--- src/rtl/ram_rd_arbiter.sv ---
// ---------------------------------------------------------------------------
// ram_rd_arbiter
//
// Round-robin arbiter sharing the single read port of one dual_port_ram among
// REQ_NUM read clients. Each cycle at most one valid client is granted; its
// address is driven to the RAM together with the read strobe. A small tag
// pipeline, as deep as the RAM read latency (1 + RAM_OUT_REG), remembers which
// client issued each read so the returned data can be flagged with a one-hot
// response strobe for that client.
//
// Parameters:
//   DATA_WIDTH  - RAM word width
//   ADDR_WIDTH  - RAM address width
//   REQ_NUM     - number of read clients (2..16)
//   RAM_OUT_REG - 1 when the RAM output register is used (latency 2)
//
// Ports:
//   clk_i               in   clock (also the RAM read clock)
//   rst_n_i             in   asynchronous active-low reset
//   req_valid_i         in   per-client read request
//   req_addr_i          in   client i address at [i*ADDR_WIDTH +: ADDR_WIDTH]
//   req_ready_o         out  one-hot grant (combinational)
//   resp_valid_o        out  one-hot response strobe
//   resp_data_o         out  read data shared by all clients
//   ram_rd_addr_o       out  RAM read address
//   ram_rd_o            out  RAM read enable
//   ram_output_reg_en_o out  RAM output register enable
//   ram_rd_data_i       in   RAM read data
//   grant_cnt_o         out  per-client 16-bit saturating grant counters
//                            (present only with RAM_RD_ARB_STATS_EN defined)
//
// Optional feature macro: RAM_RD_ARB_STATS_EN
// ---------------------------------------------------------------------------
module ram_rd_arbiter #(
    parameter int DATA_WIDTH  = 8,
    parameter int ADDR_WIDTH  = 5,
    parameter int REQ_NUM     = 4,
    parameter int RAM_OUT_REG = 0
) (
    input  logic                          clk_i,
    input  logic                          rst_n_i,
    input  logic [REQ_NUM-1:0]            req_valid_i,
    input  logic [REQ_NUM*ADDR_WIDTH-1:0] req_addr_i,
    output logic [REQ_NUM-1:0]            req_ready_o,
    output logic [REQ_NUM-1:0]            resp_valid_o,
    output logic [DATA_WIDTH-1:0]         resp_data_o,
    output logic [ADDR_WIDTH-1:0]         ram_rd_addr_o,
    output logic                          ram_rd_o,
    output logic                          ram_output_reg_en_o,
    input  logic [DATA_WIDTH-1:0]         ram_rd_data_i
`ifdef RAM_RD_ARB_STATS_EN
    ,
    output logic [REQ_NUM*16-1:0]         grant_cnt_o
`endif
);

    localparam int IDX_W = (REQ_NUM > 1) ? $clog2(REQ_NUM) : 1;
    localparam int LAT   = (RAM_OUT_REG != 0) ? 2 : 1;

    logic [IDX_W-1:0]      ptr_q;
    logic [IDX_W-1:0]      ptr_d;
    logic                  gnt_any_s;
    logic [IDX_W-1:0]      gnt_idx_s;
    logic [ADDR_WIDTH-1:0] gnt_addr_s;
    logic [ADDR_WIDTH-1:0] addr_q;
    logic [ADDR_WIDTH-1:0] addr_d;
    logic [LAT-1:0]        tag_vld_q;
    logic [LAT-1:0]        tag_vld_d;
    logic [IDX_W-1:0]      tag_idx_q [LAT];
    logic [IDX_W-1:0]      tag_idx_d [LAT];

    // Cyclic search for the first valid client at or after the pointer.
    // Candidates are visited from the far end back to the pointer so the last
    // hit written is the nearest one. Reset masks the grant so nothing is
    // accepted while rst_n_i is low.
    always_comb begin : gnt_search
        logic [IDX_W:0]   sum;
        logic [IDX_W-1:0] cand;
        logic             hit;
        gnt_any_s = 1'b0;
        gnt_idx_s = '0;
        sum       = '0;
        cand      = '0;
        hit       = 1'b0;
        for (int i = REQ_NUM - 1; i >= 0; i--) begin
            sum       = {1'b0, ptr_q} + (IDX_W+1)'(i);
            cand      = (sum >= (IDX_W+1)'(REQ_NUM)) ? IDX_W'(sum - (IDX_W+1)'(REQ_NUM))
                                                     : sum[IDX_W-1:0];
            hit       = req_valid_i[cand];
            gnt_any_s = gnt_any_s | hit;
            gnt_idx_s = hit ? cand : gnt_idx_s;
        end
        gnt_any_s = gnt_any_s & rst_n_i;
    end

    // Grant decode, RAM request drive and next-state for pointer/address.
    // When idle the address output replays the last issued address so the
    // RAM address bus only moves on real reads.
    always_comb begin : issue_comb
        gnt_addr_s    = req_addr_i[int'(gnt_idx_s)*ADDR_WIDTH +: ADDR_WIDTH];
        req_ready_o   = '0;
        req_ready_o[gnt_idx_s] = gnt_any_s;
        ram_rd_o      = gnt_any_s;
        ram_rd_addr_o = gnt_any_s ? gnt_addr_s : addr_q;
        addr_d        = ram_rd_addr_o;
        if (gnt_any_s) begin
            ptr_d = (gnt_idx_s == IDX_W'(REQ_NUM - 1)) ? '0 : gnt_idx_s + IDX_W'(1);
        end else begin
            ptr_d = ptr_q;
        end
    end

    // Tag pipeline next state: stage 0 captures this cycle's grant, later
    // stages shift along.
    always_comb begin : tag_comb
        tag_vld_d[0] = gnt_any_s;
        tag_idx_d[0] = gnt_idx_s;
        for (int s = 1; s < LAT; s++) begin
            tag_vld_d[s] = tag_vld_q[s-1];
            tag_idx_d[s] = tag_idx_q[s-1];
        end
    end

    // Arbitration pointer, last address and tag pipeline registers.
    always_ff @(posedge clk_i or negedge rst_n_i) begin : state_ff
        if (!rst_n_i) begin
            ptr_q     <= '0;
            addr_q    <= '0;
            tag_vld_q <= '0;
            for (int s = 0; s < LAT; s++) begin
                tag_idx_q[s] <= '0;
            end
        end else begin
            ptr_q     <= ptr_d;
            addr_q    <= addr_d;
            tag_vld_q <= tag_vld_d;
            for (int s = 0; s < LAT; s++) begin
                tag_idx_q[s] <= tag_idx_d[s];
            end
        end
    end

    // Response decode from the last tag stage; data passes straight through.
    // The RAM output register is clocked only while its input stage holds a
    // live read, which only exists when the RAM is built with that register.
    always_comb begin : resp_comb
        resp_valid_o = '0;
        resp_valid_o[tag_idx_q[LAT-1]] = tag_vld_q[LAT-1];
        resp_data_o  = ram_rd_data_i;
        ram_output_reg_en_o = (LAT > 1) ? tag_vld_q[0] : 1'b0;
    end

`ifdef RAM_RD_ARB_STATS_EN
    logic [15:0] cnt_q [REQ_NUM];
    logic [15:0] cnt_d [REQ_NUM];

    // Per-client saturating count of accepted requests.
    always_comb begin : cnt_comb
        for (int c = 0; c < REQ_NUM; c++) begin
            cnt_d[c] = cnt_q[c];
            if (req_ready_o[c] && (cnt_q[c] != 16'hFFFF)) begin
                cnt_d[c] = cnt_q[c] + 16'd1;
            end else begin
                cnt_d[c] = cnt_q[c];
            end
            grant_cnt_o[c*16 +: 16] = cnt_q[c];
        end
    end

    // Grant counter registers.
    always_ff @(posedge clk_i or negedge rst_n_i) begin : cnt_ff
        if (!rst_n_i) begin
            for (int c = 0; c < REQ_NUM; c++) begin
                cnt_q[c] <= 16'd0;
            end
        end else begin
            for (int c = 0; c < REQ_NUM; c++) begin
                cnt_q[c] <= cnt_d[c];
            end
        end
    end
`endif

endmodule

--- config.mk ---
export PLATFORM = sky130hd
export DESIGN_NAME = ram_rd_arbiter
export DESIGN_NICKNAME = d
export VERILOG_FILES = /design/src/rtl/ram_rd_arbiter.sv
export SDC_FILE = /design/constraint.sdc
export NUM_CORES = 1
export LEC_CHECK = 0
export CORE_AREA = 2 2 45 68
export DETAILED_ROUTE_END_ITERATION = 8
export DIE_AREA = 0 0 47 70
export DONT_BUFFER_PORTS = 1
export PLACE_DENSITY_LB_ADDON = 0.05
export SYNTH_ARGS = -nofsm -noshare
export SYNTH_HDL_FRONTEND = slang
export SYNTH_SLANG_ARGS = --single-unit
--- constraint.sdc ---
create_clock -name clk_i -period 2.4 [get_ports clk_i]
set_input_delay 0.36 -clock clk_i [delete_from_list [all_inputs] [get_ports clk_i]]
set_output_delay 0.36 -clock clk_i [all_outputs]
set_load 0.005 [all_outputs]
# ---- Yosys cells after proc, flatten, opt, wreduce, memory -nomap -nowiden
# Cells that the tools add are included.
# W data, S select, Z words.
dict set report classes {
  muxes 22
  n_eq_ne 1
  reduce_logical 2
  n_mul 1
  n_lt_le_gt_ge 12
  bitwise 6
  n_shift 1
  addsub 8
}
# operator n
set op_table {}
lappend op_table {{$shiftx A20 B6 Y5} 1}
lappend op_table {{$lt A2 B3 Y1 const B} 6}
lappend op_table {{$mux W2} 9}
lappend op_table {{$ge A3 B3 Y1 const B} 3}
lappend op_table {{$and A4 B4 Y4} 2}
lappend op_table {{$bmux W1 S2} 4}
lappend op_table {{$sub A2 B1 Y2 const B} 4}
lappend op_table {{$add A2 B2 Y3 const B} 2}
lappend op_table {{$mux W1} 6}
lappend op_table {{$mul A2 B3 Y5 const B} 1}
lappend op_table {{$mux W5} 1}
lappend op_table {{$demux W1 S2} 2}
lappend op_table {{$ge A2 B1 Y1 const B} 2}
lappend op_table {{$add A2 B1 Y3 const B} 1}
lappend op_table {{$ge A2 B3 Y1 const B} 1}
lappend op_table {{$or A1 B1 Y1} 3}
lappend op_table {{$add A2 B1 Y2 const B} 1}
lappend op_table {{$eq A2 B2 Y1 const B} 1}
lappend op_table {{$logic_and A1 B1 Y1} 2}
lappend op_table {{$and A1 B1 Y1} 1}
dict set report totals {
  register_bits 10
  inputBits 34
  word_cells 57
  output_inout_bits 23
}

# ---- Depth between registers and ports, before layout
# Gate-level depths: netlist of run 1.
dict set report depth {
  ltp_word 14
  ltp_mapped 8
  ltp_nobuf 7
}

# ---- Least setup slack after synthesis of run 1
# OpenSTA, ideal clock, no wires.
dict set report synth_timing {
  path_kind {reg-to-output}
  startpoint {register ptr_q[0]}
  endpoint {output req_ready_o[3]}
  path_stages_with_launch 7
  path_buffers 1
  arrival_time_ns 1.427
  path_slack_ns 0.613
  t_required_ns 2.040
  cell_sequence {dfrtp_1 > o221a_1 > o22ai_2 > buf_6 > inv_2 > ha_1 > and2_1}
}
dict set report synth_via {
  elab_chain_len 14
  word_cells_on_any_way 37
  classes_between {7 x add/sub; 6 x order compare; 18 x mux; 5 x bitwise; 1 x reduce/logical}
}
# element line_no
set synth_lines {}
lappend synth_lines {{start, declared} 60} ;# logic [IDX_W-1:0] ptr_q;
lappend synth_lines {{start signal, assigned} 134} ;# ptr_q <= ptr_d;
lappend synth_lines {{$add A2 B2 Y3} 86} ;# sum = {1'b0, ptr_q} + (IDX_W+1)'(i);
lappend synth_lines {{$ge A3 B3 Y1 / $sub A2 B1 Y2 (equally long branches)} 87} ;# cand = (sum >= (IDX_W+1)'(REQ_NUM)) ? IDX_W'(sum - (IDX_W+1)'(REQ_NUM))
lappend synth_lines {{$mux W2} 87}
lappend synth_lines {{$bmux W1 S2} 89} ;# hit = req_valid_i[cand];
lappend synth_lines {{$mux W1 (not written as such)} 89}
lappend synth_lines {{$mux W2 (3 in a row)} 91} ;# gnt_idx_s = hit ? cand : gnt_idx_s;
lappend synth_lines {{$mux W2 *} 91}
lappend synth_lines {{named net gnt_idx_s[0]} 63} ;# logic [IDX_W-1:0] gnt_idx_s;
lappend synth_lines {{$lt A2 B3 Y1 (not written as such) / $ge A2 B1 Y1 (equally long branches)} 102} ;# req_ready_o[gnt_idx_s] = gnt_any_s;
lappend synth_lines {{$logic_and A1 B1 Y1 (not written as such)} 102}
lappend synth_lines {{$mux W1 (not written as such)} 102}
lappend synth_lines {{$demux W1 S2 *} 102}
lappend synth_lines {{$and A4 B4 Y4 (no source line) *} -}
lappend synth_lines {{end, declared} 44} ;# output logic [REQ_NUM-1:0] req_ready_o,
# Mark *: on every way through the listed nets, which the timed path passes. The rest lies on a longest branch. The select of a mux whose other input is x is not followed.

# ---- Worst setup path in the final report of run 1
# Same ends and word-level chain as after synthesis.

==> metrics.yaml, run 1 <==
vias_in_the_first_global_route: 534
number_of_top_level_pins: 57
synth_compound_area_share_pct: 21.1
drt-initial-drc-count: 0
synth-simple-area-share_pct: 15.1
initial_utilization_pct: 28.5
synth-seq-area-share_pct: 31.8
yosys.cell_types.count: 26
setup_viol: 0
clk_pin_slew_worst_paths_ns: 0.05
max-cap-violations: 0
cp.arrival_ns: 1.74
regToRegSetupSlack_ns: 0.68
portBuffers: 0
mean_syn_cell_area_um2: 10.4
antenna_cells_inserted: 0
end_kind: "output pin"
route.detailed.vias_per_inst: 4.84
dp_hpwl_um: 1310
finish.net_count: 112
synth_area_um2: 787
postRouteWirelength_um: 1680
p_leak_nw: 0.395
class_of_the_worst_hold_path: "in -> reg"
min_period_ns: 2.10
post-route-period-util_pct: 87.4
via_count: 537
antenna_violating_nets_post_route: 0
fmax_ghz: 0.477
clockRootBuffer: "clkbuf_8"
p_total_mw: 0.790
setup.worst_path.start_class: "flip-flop"
drive_above_1_share_pct: 25.0
cp.required_ns: 2.04
grt_max_degree: 14
cts_hold_buf: 1
synth-adder-area-share_pct: 6.36
grt_util_all_layers_pct: 11.0
globalRoute.totalOverflow: 0
timing.final.max_slew_violations: 0
yosys_warnings: 0
post-cts-setup-buffers: 0
layout.cells.most_common_list: "mux2i_1, nand2_1, dfrtp_1"
floorplan.core_area_mm2: 0.00276
die_width_um: 47
numClockSinks: 10
ctsLongestPathBuffers: 2
setup_tns_ns: 0
grt_first_pass_wirelength_um: 2590
finalWeightedCongestion: 0.708
synth.net_count: 114
yosys.area.top_type: "dfrtp_1"
num-fill-cells: 322
synthTopCellsByArea: "dfrtp_1, mux2i_1, o221ai_2"
max-slew-margin-rel_pct: 66.1
post_cts.resized_instances: 0
powerDensity_mw_per_mm2: 960
critPathKind: "reg -> out"
floorplan.die.height_um: 70
post_synth_mux_area_share_pct: 12.7
syn_to_final_growth_pct: 4.61
detail_route.first_pass.iterations: 1
cts_tree: "done"
synth_top_family_by_area: "compound AO/OA/AOI/OAI gates"
clock_insertion_delay_worst_skew_ns: 0.23
numCtsBuffers: 3
detail_route.drc_violations: 0
finalHoldViolations: 0
fp-row-count: 24
yosys.area.top_type_share_pct: 31.8
tightest_slew_ns: 0.506
finClkSkew_ns: 0.00232
vdd.ir_drop.worst_mv: 0.379
ctsHtreeMaxLevel: 1
synthesis.instances: 76
ys_seq_elements: 10
rsz0062_at_grt: "false"
design.die.area_mm2: 0.00329
yosys.area_share.xor_xnor_pct: 0
status: "complete, no violations"
grt_antenna_before_repair: 0
path_max_fanout: 13
drt-wirelength-per-cell_um: 15.1
[critical path, cell delays in order, from the launching register on]
cell,delay (ns)
dfrtp_1,0.41
o221a_1,0.28
o22ai_2,0.11
buf_4,0.26
inv_2,0.09
ha_1,0.21
and2_1,0.16
[flip-flops by register name (all words and copies together), names as in the netlist]
| register | flops |
|---|---|
| addr_q | 5 |
| tag_vld_q | 1 |
| tag_idx_q | 2 |
| ptr_q | 2 |
[power by group]
group / internal [mW] / total, mW / switching [mW]
logic: 0.151 / 0.347 / 0.196
registers: 0.232 / 0.270 / 0.0378
clock network: 0.110 / 0.173 / 0.0633
[metrics by stage]
step / utilization, % / hold slack (ns) / setup slack, ns / std cells / cell area, um2
3_5_place_dp: 27.9 / 0.0648 / 0.533 / 107 / 772
3_3_place_gp: 27.9 / 0.0648 / 0.548 / 107 / 772
6_report: 29.8 / 0.300 / 0.303 / 111 / 823
5_1_grt: 29.8 / 0.313 / 0.193 / 111 / 823
2_1_floorplan: - / 0.0644 / 0.613 / 76 / 787
4_1_cts: 29.8 / 0.298 / 0.274 / 111 / 823
[cell usage after synthesis, drive strengths merged]
cell     n
o31ai    1
o221ai   5
conb     1
and3     1
ha       4
nor2b    2
o21bai   1
and2     4
and3b    1
inv      5
dfrtp   10
o21a     1
a21oi    1
o22ai    1
o221a    1
a21o     1
nor3     1
buf     10
mux2i   10
nor3b    1
nand2   12
o41ai    1
nor2     1
[metal layers]
metal	track usage (%)	wire, um	vias up	share of wire [%]
met1	12.9	590	259	35
met2	18.3	927	26	55
met3	2.58	141	4	8.4
met4	4.63	19	0	1.1
met5	0	0	-	0
li1	-	-	248	-
[layout make-up]
cell class | instances | area [um2] | area share, %
multi-input cells | 51 | 439 | 53.3
flip-flops and latches | 10 | 250 | 30.4
well taps | 39 | 48.8 | 5.93
clock buffers | 3 | 41.3 | 5.02
repair buffers | 3 | 25.0 | 3.04
inverters | 5 | 18.8 | 2.28
[worst paths after layout]
kind,from,end,cells past startpoint
min in group asynchronous,rst_n_i,addr_q[3],1
worst min-delay path,rst_n_i,tag_vld_q,2
worst max-delay path,ptr_q[0],req_ready_o[3],6
max in group asynchronous,rst_n_i,ptr_q[0],1
worst min register to register,addr_q[2],addr_q[2],2
worst max register to register,ptr_q[0],ptr_q[0],6
[logic make-up (layout without fill, tap and decap cells)]
| kind of cell | count (synthesis) | after routing |
|---|---|---|
| and+or+nand+nor | 23 | 23 |
| AOI/OAI and AO/OA | 13 | 13 |
| adders and majority gates | 4 | 4 |
| buffers and inverters | 15 | 11 |
| DFF | 10 | 10 |
| muxes | 10 | 10 |
| other | 1 | 1 |
No activity file was read; power rests on OpenSTA's default activity.
==> run 2, diff against run 1 <==
- CORE_AREA: 2 2 45 68 -> 2 2 43 45
- DIE_AREA: 0 0 47 70 -> 0 0 45 47
==> run 2 against run 1 <==
Against the previous run: final cell count fell by 19%; combinational power about the same; maximum frequency shrank 6.5%; worst setup slack got worse by 0.15 ns; via count fell by 1.9%; critical path depth down 1; count of clock-buffer cells in the layout unchanged; non-clock buffer count is 1 higher; core utilization grew 18 points; critical path type unchanged; largest power group unchanged; highest routed layer unchanged.
==> metrics.yaml, run 2 (synthesis results as in run 1) <==
clock_insertion_delay_worst_skew_ns: 0.26  # +0.03 ns
max-cap-violations: 0  # unchanged
powerDensity_mw_per_mm2: 929  # -3.2%
grt_max_degree: 11  # -3
setup.worst_path.start_class: "flip-flop"
dp_hpwl_um: 1160  # -11%
register_containing_the_most_flip_flops_in_the_final_layout: "addr_q"
vdd.ir_drop.worst_mv: 0.513  # +36%
critPathKind: "reg -> out"
status: "complete, no violations"
drive_above_1_share_pct: 26.0  # +1.0 points
floorplan.core_area_mm2: 0.00165  # -40%
p_leak_nw: 0.392  # -0.80%
die_width_um: 45  # -4.3%
initial_utilization_pct: 47.7  # +19 points
layout.cells.most_common_list: "mux2i_1, nand2_1, dfrtp_1"
rsz0062_at_grt: "false"
final.hold.worst_slack_ns: 0.382  # +0.0816 ns
path_max_fanout: 6  # -7
ctsHtreeMaxLevel: 1  # unchanged
numClockSinks: 10  # unchanged
finClkSkew_ns: 0.00225  # -0.0000714 ns
cp.arrival_ns: 1.88  # +0.14 ns
floorplan.die.height_um: 47  # -33%
drt-initial-drc-count: 2  # +2
largest_registers: "addr_q x5, ptr_q x2, tag_idx_q x2"
drt-wirelength-per-cell_um: 16.3  # +8.1%
detail_route.first_pass.iterations: 4  # +3
numCtsBuffers: 3  # unchanged
end_kind: "output pin"
portBuffers: 0  # unchanged
grt_most_used_layer: "met2"
grt_antenna_before_repair: 0  # unchanged
groute.layer.met2.usage_pct: 23.1  # +4.9 points
setup_viol: 0  # unchanged
fp-row-count: 15  # -38%
post_cts.resized_instances: 0  # unchanged
utilization_pct: 47.5  # +18 points
route.detailed.vias_per_inst: 5.86  # +21%
clk_pin_slew_worst_paths_ns: 0.06  # about the same
met3_usage_pct: 3.08  # +0.49 points
gr_util_met1_pct: 16.5  # +3.6 points
post-route-period-util_pct: 93.5  # +6.1 points
finalHoldViolations: 0  # unchanged
antenna_cells_inserted: 0  # unchanged
setup_tns_ns: 0  # unchanged
finish.net_count: 113  # +0.89%
globalRoute.totalOverflow: 0  # unchanged
fmax_ghz: 0.446  # -6.5%
postRouteWirelength_um: 1470  # -12%
num-fill-cells: 159  # -51%
vias_in_the_first_global_route: 484  # -9.4%
antenna_violating_nets_post_route: 0  # unchanged
timing.final.max_slew_violations: 0  # unchanged
cts_tree: "done"
number_of_top_level_pins: 57  # unchanged
detail_route.drc_violations: 0  # unchanged
p_total_mw: 0.729  # -7.8%
cp.required_ns: 2.04  # about the same
grt_util_all_layers_pct: 13.7  # +2.7 points
ctsLongestPathBuffers: 2  # unchanged
clockRootBuffer: "clkbuf_4"
via_count: 527  # -1.9%
min_period_ns: 2.24  # +0.146 ns
post-cts-setup-buffers: 0  # unchanged
design.die.area_mm2: 0.00212  # -36%
grt_first_pass_wirelength_um: 2010  # -23%
number_of_flip_flops_in_the_largest_register: 5  # unchanged
finalWeightedCongestion: 0.710  # +0.40%
class_of_the_worst_hold_path: "in -> reg"
syn_to_final_growth_pct: -0.318
## run 2: cell count changes in the layout (fill, tap and decap cells not counted)
| cell | before | now |
|---|---|---|
| clkbuf_4 | 0 | 3 |
| buf_4 | 2 | 3 |
| clkbuf_8 | 3 | 0 |
## run 2: critical path: stages, from the launching register on
cell      delay [ns]
dfrtp_1         0.41
o221a_1         0.28
o22ai_2         0.32
buf_4           0.22
mux2i_1         0.22
o221ai_2        0.15
## run 2: stage by stage
stage / cell area, um2 / std cells / worst slack, ns
floorplan: 787 / 76 / 0.613
global placement: 752 / 86 / 0.485
detailed placement: 752 / 86 / 0.426
CTS: 785 / 90 / 0.144
global route: 785 / 90 / 0.0444
finish: 785 / 90 / 0.157
## run 2: area by class of cell
cell class	count	area [um2]	area share (%)
clock buffers	3	22.5	2.87
inverters	5	18.8	2.39
multi-input cells	51	439	56.0
flip-flops and latches	10	250	31.9
well taps	17	21.3	2.71
repair buffers	4	32.5	4.15
## run 2: power by group
part / internal, mW / switching (mW)
Combinational: 0.158 / 0.188
Sequential: 0.231 / 0.0367
Clock: 0.0580 / 0.0573
Total: 0.447 / 0.282
## run 2: routing by layer
metal | part of all wire (%) | vias to the layer above
met5 | 0 | -
met4 | 0.95 | 0
met3 | 10 | 2
met2 | 48 | 31
met1 | 41 | 240
li1 | - | 254
## run 2: repair_timing
action / in CTS / in global routing
hold buffers: 1 / 0
hold endpoints to repair: 10 / 0
endpoints found under the setup margin: 0 / 0
## run 2: worst paths after layout
path                            from                to  slack [ns]  depth (start not counted)
setup reg to reg            ptr_q[0]         addr_q[0]        0.65                          5
max in group asynchronous    rst_n_i      tag_idx_q[0]        1.59                          1
setup / recovery            ptr_q[0]  ram_rd_addr_o[0]        0.16                          5
hold / removal               rst_n_i          ptr_q[0]        0.38                          3
min in group asynchronous    rst_n_i          ptr_q[0]        0.49                          1
hold reg to reg            addr_q[3]         addr_q[3]        0.49                          2
==> run 3, diff against run 2 <==
- CAP_MARGIN: default -> 20
- CTS_CLUSTER_SIZE: default -> 40
- clock period: 2.4 -> 2.3 ns (I/O delays scaled with it)
==> run 3 against run 2 <==
Against the previous run: clock skew grew 0.0041 ns; sequential power grew 4%; wire length is essentially flat; core utilization grew 0.45 points; count of clock-buffer cells in the layout is the same; register-to-register slack lost 0.03 ns; critical path type unchanged; sequential share of layout area shrank 0.30 points; critical path depth is the same.
==> metrics.yaml, run 3 (synthesis results as in run 1) <==
multi_input_comb_area_um2: 447  # +1.7%
die_width_um: 45  # unchanged
p_total_mw: 0.770  # +5.7%
clk_pin_slew_worst_paths_ns: 0.07  # about the same
drt-wirelength-per-cell_um: 16.4  # about the same
min_period_ns: 2.16
finClkSkew_ns: 0.00635  # +0.00410 ns
initial_utilization_pct: 47.7  # unchanged
setup.worst_path.start_class: "flip-flop"
grt_antenna_before_repair: 0  # unchanged
vdd.ir_drop.worst_mv: 0.426  # -17%
path_cells: "o221a_1 -> o22ai_4 -> buf_4 -> mux2i_1 -> o221ai_2"
syn_to_final_growth_pct: 0.636
end_kind: "output pin"
globalRoute.totalOverflow: 0  # unchanged
layout.cells.most_common_list: "mux2i_1, nand2_1, dfrtp_1"
fmax_ghz: 0.462
finish.net_count: 113  # unchanged
clockPowerShare_pct: 15.6  # -0.2 points
fp-row-count: 15  # unchanged
cp.arrival_ns: 1.82  # -0.06 ns
ctsHtreeMaxLevel: 1  # unchanged
detail_route.first_pass.iterations: 4  # unchanged
cts_tree: "done"
route.detailed.vias_per_inst: 5.91  # +0.95%
detail_route.drc_violations: 0  # unchanged
largest_registers: "addr_q x5, ptr_q x2, tag_idx_q x2"
placed_area_um2: 752  # unchanged
number_of_top_level_pins: 57  # unchanged
cp_slowest_stage_delay_ns: 0.41  # about the same
floorplan.core_area_mm2: 0.00165  # unchanged
drt-initial-drc-count: 1  # -1
grt_util_all_layers_pct: 15.1  # +1.4 points
numClockSinks: 10  # unchanged
setup_viol: 0  # unchanged
timing.final.max_slew_violations: 0  # unchanged
seqPwrFrac_pct: 36.2  # -0.6 points
setup_tns_ns: 0  # unchanged
via_count: 532  # +0.95%
rsz0062_at_grt: "false"
register_containing_the_most_flip_flops_in_the_final_layout: "addr_q"
post-cts-setup-buffers: 0  # unchanged
power.internal_mw: 0.472  # +5.6%
antenna_cells_inserted: 0  # unchanged
vias_in_the_first_global_route: 504  # +4.1%
p_sw_mw: 0.298  # +5.7%
design_area_um2: 792  # +0.96%
class_of_the_worst_hold_path: "in -> reg"
grt_max_degree: 11  # unchanged
max-cap-violations: 0  # unchanged
path_max_fanout: 6  # unchanged
finalHoldViolations: 0  # unchanged
p_leak_nw: 0.390  # -0.34%
share_comb_of_total_power_pct: 48.2  # +0.8 points
area.sequential_um2: 250  # unchanged
portBuffers: 0  # unchanged
drive_above_1_share_pct: 26.0  # unchanged
powerDensity_mw_per_mm2: 972  # +4.7%
final.hold.worst_slack_ns: 0.258  # -0.124 ns
num-fill-cells: 163  # +2.5%
clock_insertion_delay_worst_skew_ns: 0.26  # about the same
antenna_violating_nets_post_route: 0  # unchanged
design.die.area_mm2: 0.00212  # unchanged
postRouteWirelength_um: 1470  # about the same
numCtsBuffers: 3  # unchanged
ctsLongestPathBuffers: 2  # unchanged
finalWeightedCongestion: 0.746  # +5.0%
floorplan.die.height_um: 47  # unchanged
netSwitchingFraction_pct: 38.7  # about the same
dp_hpwl_um: 1130  # -2.0%
number_of_flip_flops_in_the_largest_register: 5  # unchanged
critPathKind: "reg -> out"
cp_slowest_cell: "dfrtp_1"
clockRootBuffer: "clkbuf_4"
post-route-period-util_pct: 94.1
grt_first_pass_wirelength_um: 2210  # +10%
status: "complete, no violations"
cp.required_ns: 1.96  # -0.08 ns
-- run 3: cell counts in the layout (fill, tap and decap cells not counted) --
Identical to the previous run, type by type.
-- run 3: through the flow --
| step | utilization (%) | setup WS (ns) | cells |
|---|---|---|---|
| final | 48.0 | 0.135 | 90 |
| after global routing | 48.0 | 0.0151 | 90 |
| after CTS | 47.5 | 0.0524 | 90 |
| after detailed placement | 45.5 | 0.351 | 86 |
| after global placement | 45.5 | 0.405 | 86 |
| after floorplan | - | 0.528 | 76 |
-- run 3: critical path: cells and delay by family (launching register included) --
kind,cells,cell delay [ns]
mux,1,0.24
compound gates,3,0.70
buf+inv,1,0.21
flops,1,0.41
-- run 3: power groups by stage --
stage,sequential [mW],combinational (mW),clock [mW]
final,0.279,0.371,0.120
after global routing,0.289,0.417,0.137
after floorplan,0.273,0.322,0
after global placement,0.281,0.362,0
after detailed placement,0.283,0.364,0
after CTS,0.279,0.369,0.124
-- run 3: per-layer routing --
metal,vias to the layer above,global-route usage [%],part of all wire [%]
met5,-,0,0
met4,0,7.06,0
met2,32,24.3,48
li1,255,-,-
met3,0,4.23,11
met1,245,18.9,41
-- run 3: final cells by class --
cell class	instances	area share, %
multi-input combinational	51	56.4
sequential	10	31.6
timing repair buffer	4	4.11
clock buffer	3	2.84
tap	17	2.69
inverter	5	2.37
-- run 3: worst paths after layout --
| path | from | to | slack (ns) | cells after the start |
|---|---|---|---|---|
| worst max-delay path | ptr_q[0] | ram_rd_addr_o[1] | 0.14 | 5 |
| worst min-delay path | rst_n_i | tag_vld_q | 0.26 | 2 |
| worst max register to register | ptr_q[0] | addr_q[1] | 0.62 | 5 |
| worst min register to register | addr_q[1] | addr_q[1] | 0.49 | 2 |
| max in group asynchronous | rst_n_i | tag_vld_q | 1.51 | 1 |
| min in group asynchronous | rst_n_i | addr_q[1] | 0.47 | 1 |
-- run 3: timing repair --
action | in CTS | in global routing
endpoints found under the hold margin | 10 | 0
setup endpoints to repair | 0 | 3
gates resized for setup | 0 | 1
hold buffers | 1 | 0
